<file path="src/rtl/seg_rx_decode_if.sv">
// Segment-bus receive interface: raw 7-segment bus in, reassembled bytes out.
// master = bus source / byte consumer, slave = the decoder.
interface seg_rx_decode_if;
    logic [7:0] seg_in;
    logic [7:0] out_data;
    logic       out_valid;
    logic       out_ready;
    logic       pat_err;
    logic       overrun;

    modport master (
        output seg_in,
        output out_ready,
        input  out_data,
        input  out_valid,
        input  pat_err,
        input  overrun
    );

    modport slave (
        input  seg_in,
        input  out_ready,
        output out_data,
        output out_valid,
        output pat_err,
        output overrun
    );
endinterface

</file>
<file path="src/rtl/seg_rx_decode.sv">
// Decodes a settled multiplexed 7-segment bus back into bytes with valid/ready output.
// Define SEG_RX_SYNC_EN to add a 2-flop synchronizer ahead of the input register.
//
// state   | meaning
// WAIT_LO | no partial byte held; waiting for a low-nibble glyph (digit select 0)
// WAIT_HI | low nibble latched; waiting for the high-nibble glyph (digit select 1)
module seg_rx_decode #(
    parameter int SETTLE_CYCLES = 4
) (
    input  logic            clk,
    input  logic            rst,
    seg_rx_decode_if.slave  bus
);
    localparam logic [7:0] SETTLE_SAT  = 8'(SETTLE_CYCLES);
    localparam logic [7:0] SETTLE_LAST = 8'(SETTLE_CYCLES - 1);

    typedef enum logic {WAIT_LO = 1'b0, WAIT_HI = 1'b1} state_t;

    state_t     state, state_next;
    logic [7:0] seg_src;
    logic [7:0] s_q, s_d;
    logic [7:0] cnt, cnt_next;
    logic       acc_flag, accept;
    logic       legal;
    logic [3:0] nib;
    logic [3:0] lo_nib, lo_next;
    logic       complete, err_next;
    logic [7:0] assembled;
    logic [7:0] data_q, data_next;
    logic       valid_q, valid_next;
    logic       err_q;
    logic       ovr_q, ovr_next;

`ifdef SEG_RX_SYNC_EN
    logic [7:0] sync1, sync2;

    always_ff @(posedge clk) begin
        if (rst) begin
            sync1 <= 8'h00;
            sync2 <= 8'h00;
        end else begin
            sync1 <= bus.seg_in;
            sync2 <= sync1;
        end
    end

    assign seg_src = sync2;
`else
    assign seg_src = bus.seg_in;
`endif

    // cnt describes the run of s_d; s_q is one sample ahead so the change is seen early
    always_comb begin
        cnt_next = cnt;
        if (s_q != s_d)
            cnt_next = 8'd0;
        else if (cnt != SETTLE_SAT)
            cnt_next = cnt + 8'd1;
    end

    assign accept = (cnt == SETTLE_LAST) && !acc_flag;

    always_comb begin
        legal = 1'b1;
        nib   = 4'h0;
        case (s_d[6:0])
            7'h3F: nib = 4'h0;
            7'h06: nib = 4'h1;
            7'h5B: nib = 4'h2;
            7'h4F: nib = 4'h3;
            7'h66: nib = 4'h4;
            7'h6D: nib = 4'h5;
            7'h7D: nib = 4'h6;
            7'h27: nib = 4'h7;
            7'h7F: nib = 4'h8;
            7'h6F: nib = 4'h9;
            7'h77: nib = 4'hA;
            7'h7C: nib = 4'hB;
            7'h39: nib = 4'hC;
            7'h5E: nib = 4'hD;
            7'h79: nib = 4'hE;
            7'h71: nib = 4'hF;
            default: legal = 1'b0;
        endcase
    end

    always_comb begin
        state_next = state;
        lo_next    = lo_nib;
        complete   = 1'b0;
        err_next   = 1'b0;
        assembled  = {nib, lo_nib};
        if (accept) begin
            if (!legal) begin
                err_next   = 1'b1;
                state_next = WAIT_LO;
            end else if (state == WAIT_LO) begin
                if (!s_d[7]) begin
                    lo_next    = nib;
                    state_next = WAIT_HI;
                end
            end else if (s_d[7]) begin
                complete   = 1'b1;
                state_next = WAIT_LO;
            end else begin
                lo_next = nib;
            end
        end
    end

    // A completed byte only replaces the held one if that one is leaving this cycle
    always_comb begin
        data_next  = data_q;
        valid_next = valid_q;
        ovr_next   = ovr_q;
        if (complete) begin
            if (!valid_q || bus.out_ready) begin
                data_next  = assembled;
                valid_next = 1'b1;
            end else begin
                ovr_next = 1'b1;
            end
        end else if (valid_q && bus.out_ready) begin
            valid_next = 1'b0;
        end
    end

    always_ff @(posedge clk) begin
        if (rst)
            state <= WAIT_LO;
        else
            state <= state_next;
    end

    always_ff @(posedge clk) begin
        if (rst) begin
            s_q      <= 8'h00;
            s_d      <= 8'h00;
            cnt      <= 8'd0;
            acc_flag <= 1'b0;
            lo_nib   <= 4'h0;
            data_q   <= 8'h00;
            valid_q  <= 1'b0;
            err_q    <= 1'b0;
            ovr_q    <= 1'b0;
        end else begin
            s_q      <= seg_src;
            s_d      <= s_q;
            cnt      <= cnt_next;
            acc_flag <= (s_q != s_d) ? 1'b0 : (acc_flag | accept);
            lo_nib   <= lo_next;
            data_q   <= data_next;
            valid_q  <= valid_next;
            err_q    <= err_next;
            ovr_q    <= ovr_next;
        end
    end

    assign bus.out_data  = data_q;
    assign bus.out_valid = valid_q;
    assign bus.pat_err   = err_q;
    assign bus.overrun   = ovr_q;
endmodule

</file>
<file path="src/flat_wrapper.sv">
// flat-port wrapper written by rule: the top's interface ports become plain ports
module seg_rx_decode_flat 
#(
    parameter int SETTLE_CYCLES = 4
)
  (clk, rst, bus_seg_in, bus_out_ready, bus_out_data, bus_out_valid, bus_pat_err, bus_overrun);
  seg_rx_decode_if bus_i ();
  input  logic clk;
  input  logic rst;
  input wire logic [$bits(bus_i.seg_in)-1:0] bus_seg_in;
  input wire logic [$bits(bus_i.out_ready)-1:0] bus_out_ready;
  output wire logic [$bits(bus_i.out_data)-1:0] bus_out_data;
  output wire logic [$bits(bus_i.out_valid)-1:0] bus_out_valid;
  output wire logic [$bits(bus_i.pat_err)-1:0] bus_pat_err;
  output wire logic [$bits(bus_i.overrun)-1:0] bus_overrun;
  assign bus_i.seg_in = bus_seg_in;
  assign bus_i.out_ready = bus_out_ready;
  assign bus_out_data = bus_i.out_data;
  assign bus_out_valid = bus_i.out_valid;
  assign bus_pat_err = bus_i.pat_err;
  assign bus_overrun = bus_i.overrun;
  seg_rx_decode #(.SETTLE_CYCLES(SETTLE_CYCLES)) u_core (.clk(clk), .rst(rst), .bus(bus_i));
endmodule
</file>
<file path="config.mk">
export PLATFORM = sky130hd
export DESIGN_NAME = seg_rx_decode_flat
export DESIGN_NICKNAME = d
export VERILOG_FILES = /design/src/rtl/seg_rx_decode_if.sv /design/src/rtl/seg_rx_decode.sv /design/src/flat_wrapper.sv
export SDC_FILE = /design/constraint.sdc
export NUM_CORES = 1
export LEC_CHECK = 0
export BUFFER_PORTS_ARGS = -buffer_cell sky130_fd_sc_hd__buf_2
export CAP_MARGIN = 10
export CORE_MARGIN = 3
export CORE_UTILIZATION = 57
export CTS_CLUSTER_SIZE = 14
export DETAILED_ROUTE_END_ITERATION = 12
export PLACE_DENSITY = 0.86
export SLEW_MARGIN = 20
export SYNTH_ARGS = -nofsm -noshare
export SYNTH_HDL_FRONTEND = slang
export SYNTH_SLANG_ARGS = --single-unit
</file>
<file path="constraint.sdc">
create_clock -name clk -period 2.9 [get_ports clk]
set_clock_uncertainty 0.05 [all_clocks]
set_input_delay 0.145 -clock clk [delete_from_list [all_inputs] [get_ports clk]]
set_output_delay 0.145 -clock clk [all_outputs]
set_load 0.03 [all_outputs]
</file>
After elaboration in Yosys (flattened, before gate mapping)
Cells that the tools add are included.
- $add $sub $neg: 1
- eq/ne operators: 20
- mux-type cells: 12
- bitwise gates (word level): 4
- reduce and logical (&&, ||, !) cells: 13
- operator list (cell ; count):
    == test 7 bit (second input constant) ; 12
    one-hot mux 4 bit (15 select lines) ; 1
    == test 7 x 6 -> 1 bit (second input constant) ; 3
    OR reduction 16 bit ; 1
    2-to-1 mux 1 bit ; 11
    adder 8 x 1 -> 8 bit (second input constant) ; 1
    == test 8 x 2 -> 1 bit (second input constant) ; 1
    inequality test 8 x 3 -> 1 bit (second input constant) ; 1
    inequality test 8 bit ; 1
    == test 7 x 3 -> 1 bit (second input constant) ; 1
    AND reduction 2 bit ; 3
    OR reduction 2 bit ; 2
    NOT 1 bit ; 3
    AND reduction 3 bit ; 1
    logical AND 1 bit ; 2
    zero test 1 bit ; 2
    inequality test 2 bit (second input constant) ; 1
    nonzero test 2 bit ; 1
    logical OR 1 bit ; 1
    bitwise OR 1 bit ; 1
- register bits after elaboration: 41
- input port bits: 11
- output and inout bits: 11
- logic and storage cells: 60

Depth between registers and ports, before layout
- depth after elaboration: 7
- gate-level depth with buffers: 7
- mapped depth without buffers: 6

Least setup slack after synthesis
Ideal clock, no wire load.
- path type: register to register
- start: reg u_core.cnt[4]
- end: reg u_core.lo_nib[3]
- setup time: 0.072 ns
- arrival: 2.053 ns
- data required time: 2.778 ns
- path slack: 0.725 ns
- cell stages (with the launch flop): 7
- buffers on the path: 1
- clock period less this slack: 2.175 ns
- cell sequence: dfxtp_1 -> or4_4 -> or4_1 -> buf_2 -> or2_1 -> a21oi_4 -> mux2i_1
- longest elaborated chain between the ends: 3
- RTL lines (what ; RTL line ; RTL):
    start, declared ; seg_rx_decode.sv:22 ; logic [7:0] cnt, cnt_next;
    start signal, assigned ; seg_rx_decode.sv:149 ; cnt <= cnt_next;
    == test 8 x 2 -> 1 bit ; seg_rx_decode.sv:61 ; assign accept = (cnt == SETTLE_LAST) && !acc_flag;
    logical AND 1 bit ; seg_rx_decode.sv:61 ;
    AND reduction 3 bit (no line) ; -- ;
    end signal, assigned ; seg_rx_decode.sv:151 ; lo_nib <= lo_next;
    end, declared ; seg_rx_decode.sv:26 ; logic [3:0] lo_nib, lo_next;
Every way passes these cells.
A chain may end at the register's enable or synchronous reset.

Final worst setup path
- start: reg u_core.cnt[5]
- end: reg u_core.data_q[1], in the netlist u_core.bus.out_data[1]
- longest elaborated chain between the ends: 4
- RTL lines (what ; RTL line ; RTL):
    == test 8 x 2 -> 1 bit ; seg_rx_decode.sv:61 ;
    logical AND 1 bit ; seg_rx_decode.sv:61 ;
    2-to-1 mux 1 bit ; seg_rx_decode.sv:93 ; if (accept) begin
    AND reduction 2 bit (no line) ; -- ;
    end signal, assigned ; seg_rx_decode.sv:152 ; data_q <= data_next;
    end, declared ; seg_rx_decode.sv:29 ; logic [7:0] data_q, data_next;
Every way passes these cells.

==> out/summary.md <==
### STA
* **count of endpoints failing hold in the final timing report** 0
* **Final period util** 0.818
* **number of endpoints failing setup at the final stage** 0
* **worst-margin pin slew** 545 ps
* **slack of the critical path** 527 ps
* **count of pins over their slew limit** 0
* **Relative slew margins** 0.636
* **unrepaired setup endpoints after global routing** false
* **setup tns final** 0 ps
* **maximum clock rate** 421 MHz
* **shortest clock period the worst path allows after layout** 2370 ps

### Worst setup path
* **highest-delay cell along the critical path** sky130_fd_sc_hd__or4_1
* **Worst setup SP type** flip-flop
* **minimum setup slack among reg-to-reg paths** 530 ps
* **CP max FO** 7
* **startpoint of the worst-slack reg-to-reg timing path** u_core.cnt[5]
* **CP Capture Type** flip-flop
* **reg-to-reg endpoint** u_core.bus.out_data[1]
* **crit path from** u_core.cnt[5]
* **longest individual stage delay on the worst path** 640 ps
* **critical path buffer and inverter count** 0
* **Worst EP arrival** 2560 ps
* **Worst Reg-to-Reg Cells** 5
* **critical path's top delay family** simple AND/OR/NAND/NOR gates
* **CP Data Required Time** 3090 ps
* **type of the worst setup path** flip-flop to flip-flop
* **CP Cell Sequence** or4_4 > or4_1 > nor3b_4 > o21ai_2 > mux2i_1

### GRT
* **Tot GR Track Use** 0.210
* **pin count of the biggest net entering global routing** 23
* **GRT Residual Overflow** 0
* **via count of the first global-routing pass** 1493
* **wire length of the first global-routing pass** 6760 µm
* **antenna violations before repair** 0

### Route
* **count of antenna-violating nets left after detailed routing** 0
* **Routed WL** 3800 µm
* **Detailed Routing Iterations Pass 1** 4
* **number of design-rule violations left by the first detailed-router iteration** 76
* **total vias in the final route** 1544
* **average via count per standard cell** 5.49
* **remaining design rule violation count** 0
* **mean routed wirelength per cell** 13.5 µm

### Yosys
* **most frequent cells after synthesis** 41 x sky130_fd_sc_hd__dfxtp_1, 20 x sky130_fd_sc_hd__nand2_1, 17 x sky130_fd_sc_hd__nor2b_1
* **average size of a mapped cell** 9.11 µm²
* **fraction of the mapped netlist area in adder cells** 0.0130
* **Synth Area in XOR/XNOR** 0.0684
* **post-synthesis cell type with the largest combined area** sky130_fd_sc_hd__dfxtp_1
* **Syn Std Cell Area** 0.00192 mm²
* **dominant combinational cell family by area after synthesis** simple AND/OR/NAND/NOR gates
* **post-synthesis net count** 224
* **Async SR Flop Fraction** 0
* **Post-Syn Instances** 211
* **leading cell type by number of instances after synthesis** sky130_fd_sc_hd__dfxtp_1
* **multiplexer area fraction after synthesis** 0.0521
* **share of the synthesized area in the top cell type** 0.427
* **count of cell types in the netlist** 48
* **sequential-to-total area share from yosys stat** 0.427
* **number of flops mapped to enable cells by yosys** 0
* **area fraction in compound gates after synthesis** 0.129
* **number of flip-flops and latches in the synthesized netlist** 41
* **Most used DFF post-synth** sky130_fd_sc_hd__dfxtp_1
* **Ys Warns** 0
* **Simple-Gate Fraction of Synth Area** 0.276
* **leading post-synthesis cells by cell area** sky130_fd_sc_hd__dfxtp_1 43%, sky130_fd_sc_hd__xor2_1 5.9%, sky130_fd_sc_hd__nor2b_1 5.5%, sky130_fd_sc_hd__mux2i_1 5.2%, sky130_fd_sc_hd__nand2_1 3.9%

### Clock tree
* **H-Tree Level Count** 2
* **later-pin clock latency in the skew report** 360 ps
* **post-CTS clock slew at the launch and capture registers of the worst setup and hold paths** 130 ps
* **cts bufs inserted** 5
* **clock root buffer** sky130_fd_sc_hd__clkbuf_4
* **Setup Buffers After CTS** 0
* **quantity of gates resized following cts** 0
* **maximum count of clock buffers along a single path** 2
* **TritonCTS clock tree** yes
* **clock net sink count** 41

### Die
* **full die area** 0.00410 mm²
* **standard cell core area** 0.00313 mm²
* **row count** 20
* **number of top-level design ports** 22
* **die height** 64.1 µm
* **die extent in x** 64.1 µm
* **initial core utilization** 0.614

### Status
* **outcome** complete, no violations

### Placement
* **worst-case setup slack after placement** 553 ps
* **Port Buffers** 21
* **global placement routability congestion** 0.846
* **half-perimeter wire length after placement** 2510 µm

### Cells and area
* **antenna cell count** 0
* **share of final-layout standard cells stronger than drive strength 1** 0.152
* **utilization after layout** 0.712
* **signed area change from the synthesized netlist to the final layout** 16.0%
* **nets** 249

### Job
* **max_cap viols** 0

### Min path
* **Hold Path Cell Cnt** 3
* **HP Class** primary input to flip-flop
* **Worst Hold Endpoint** u_core.bus.out_valid
* **launch point of the worst hold path** bus_out_ready

### Power
* **Static Leakage** 0.910 nW
* **Pwr Density** 500 mW/mm²
* **worst supply voltage drop on vdd** 0.000363 V

[worst max-delay path by stage]
| stage | endpoint | slack (ps) | depth (start not counted) |
|---|---|---|---|
| after floorplan | u_core.lo_nib[3] | 720 | 6 |
| after global placement | u_core.bus.out_data[2] | 630 | 5 |
| after detailed placement | u_core.bus.out_data[1] | 550 | 5 |
| after CTS | u_core.bus.out_data[1] | 530 | 5 |
| after global routing | u_core.bus.overrun | 380 | 5 |
| final | u_core.bus.out_data[1] | 530 | 5 |
[through the flow]
step | cells | power [mW] | hold slack, ps | area [µm²]
3_5_place_dp | 265 | 0.650 | 308 | 2040
6_report | 281 | 1.11 | 106 | 2230
5_1_grt | 281 | 1.16 | 86.1 | 2230
4_1_cts | 281 | 1.12 | 99.0 | 2230
3_3_place_gp | 265 | 0.648 | 302 | 2040
2_1_floorplan | 211 | 0.636 | 223 | 1920
[power breakdown]
part | switching (mW) | total [mW] | internal (mW)
clock | 0.196 | 0.467 | 0.271
combinational | 0.0258 | 0.0566 | 0.0308
sequential | 0.0167 | 0.591 | 0.574
[sequential cells by signal, indices dropped and copies added (netlist names)]
| signal | flops |
|---|---|
| u_core.state | 1 |
| u_core.bus.out_data | 8 |
| u_core.lo_nib | 4 |
| u_core.cnt | 8 |
| u_core.s_q | 8 |
| u_core.acc_flag | 1 |
| u_core.bus.out_valid | 1 |
| u_core.bus.overrun | 1 |
| u_core.s_d | 8 |
| u_core.bus.pat_err | 1 |
[tightest hold or removal path: stages]
cell	delay (ps)
sky130_fd_sc_hd__buf_2	70
sky130_fd_sc_hd__nand2b_1	170
sky130_fd_sc_hd__a21oi_1	80
[area by class of cell]
type,count,area (µm²)
fill,244,900
clock buffer,5,37.5
clock inverter,3,68.8
inverter,5,18.8
timing repair buffer,30,193
multi-input combinational,153,1030
sequential,41,821
tap,44,55.1
[cell families after synthesis]
| group | Yosys count |
|---|---|
| buf+inv | 17 |
| flops | 41 |
| fa+ha+maj | 2 |
| xor+xnor | 15 |
| compound gates | 32 |
| mux | 10 |
| simple gates | 94 |
[per-layer routing]
metal  routed length, µm  share of wire  vias to the layer above  global-route usage
li1                    -              -                      787                   -
met1                1700           0.45                      702               0.261
met2                1810           0.48                       44               0.337
met3                 211          0.056                       11              0.0615
met4                  85          0.022                        0              0.0889
met5                   0              0                        -                   0
[placed cells by master (no fill, tap or decap), drive strengths merged, types with 3 or more instances in the layout]
| cell type | instances |
|---|---|
| mux2i | 10 |
| clkbuf | 5 |
| o2111ai | 4 |
| or4 | 3 |
| and3 | 3 |
| nand3 | 9 |
| xor2 | 13 |
| nor3 | 4 |
| nand2b | 5 |
| o21ai | 6 |
| nor2 | 13 |
| nand2 | 20 |
| nor3b | 4 |
| nand4 | 3 |
| nor2b | 17 |
| inv | 6 |
| dlygate4sd3 | 8 |
| dfxtp | 41 |
| and3b | 3 |
| a21oi | 4 |
| o211ai | 3 |
| buf | 22 |
[what timing repair did]
action | in CTS | in global routing
hold endpoints to repair | 8 | 0
hold buffers | 8 | 0
endpoints found under the setup margin | 0 | 0
Power figures use the tool's default switching activity.
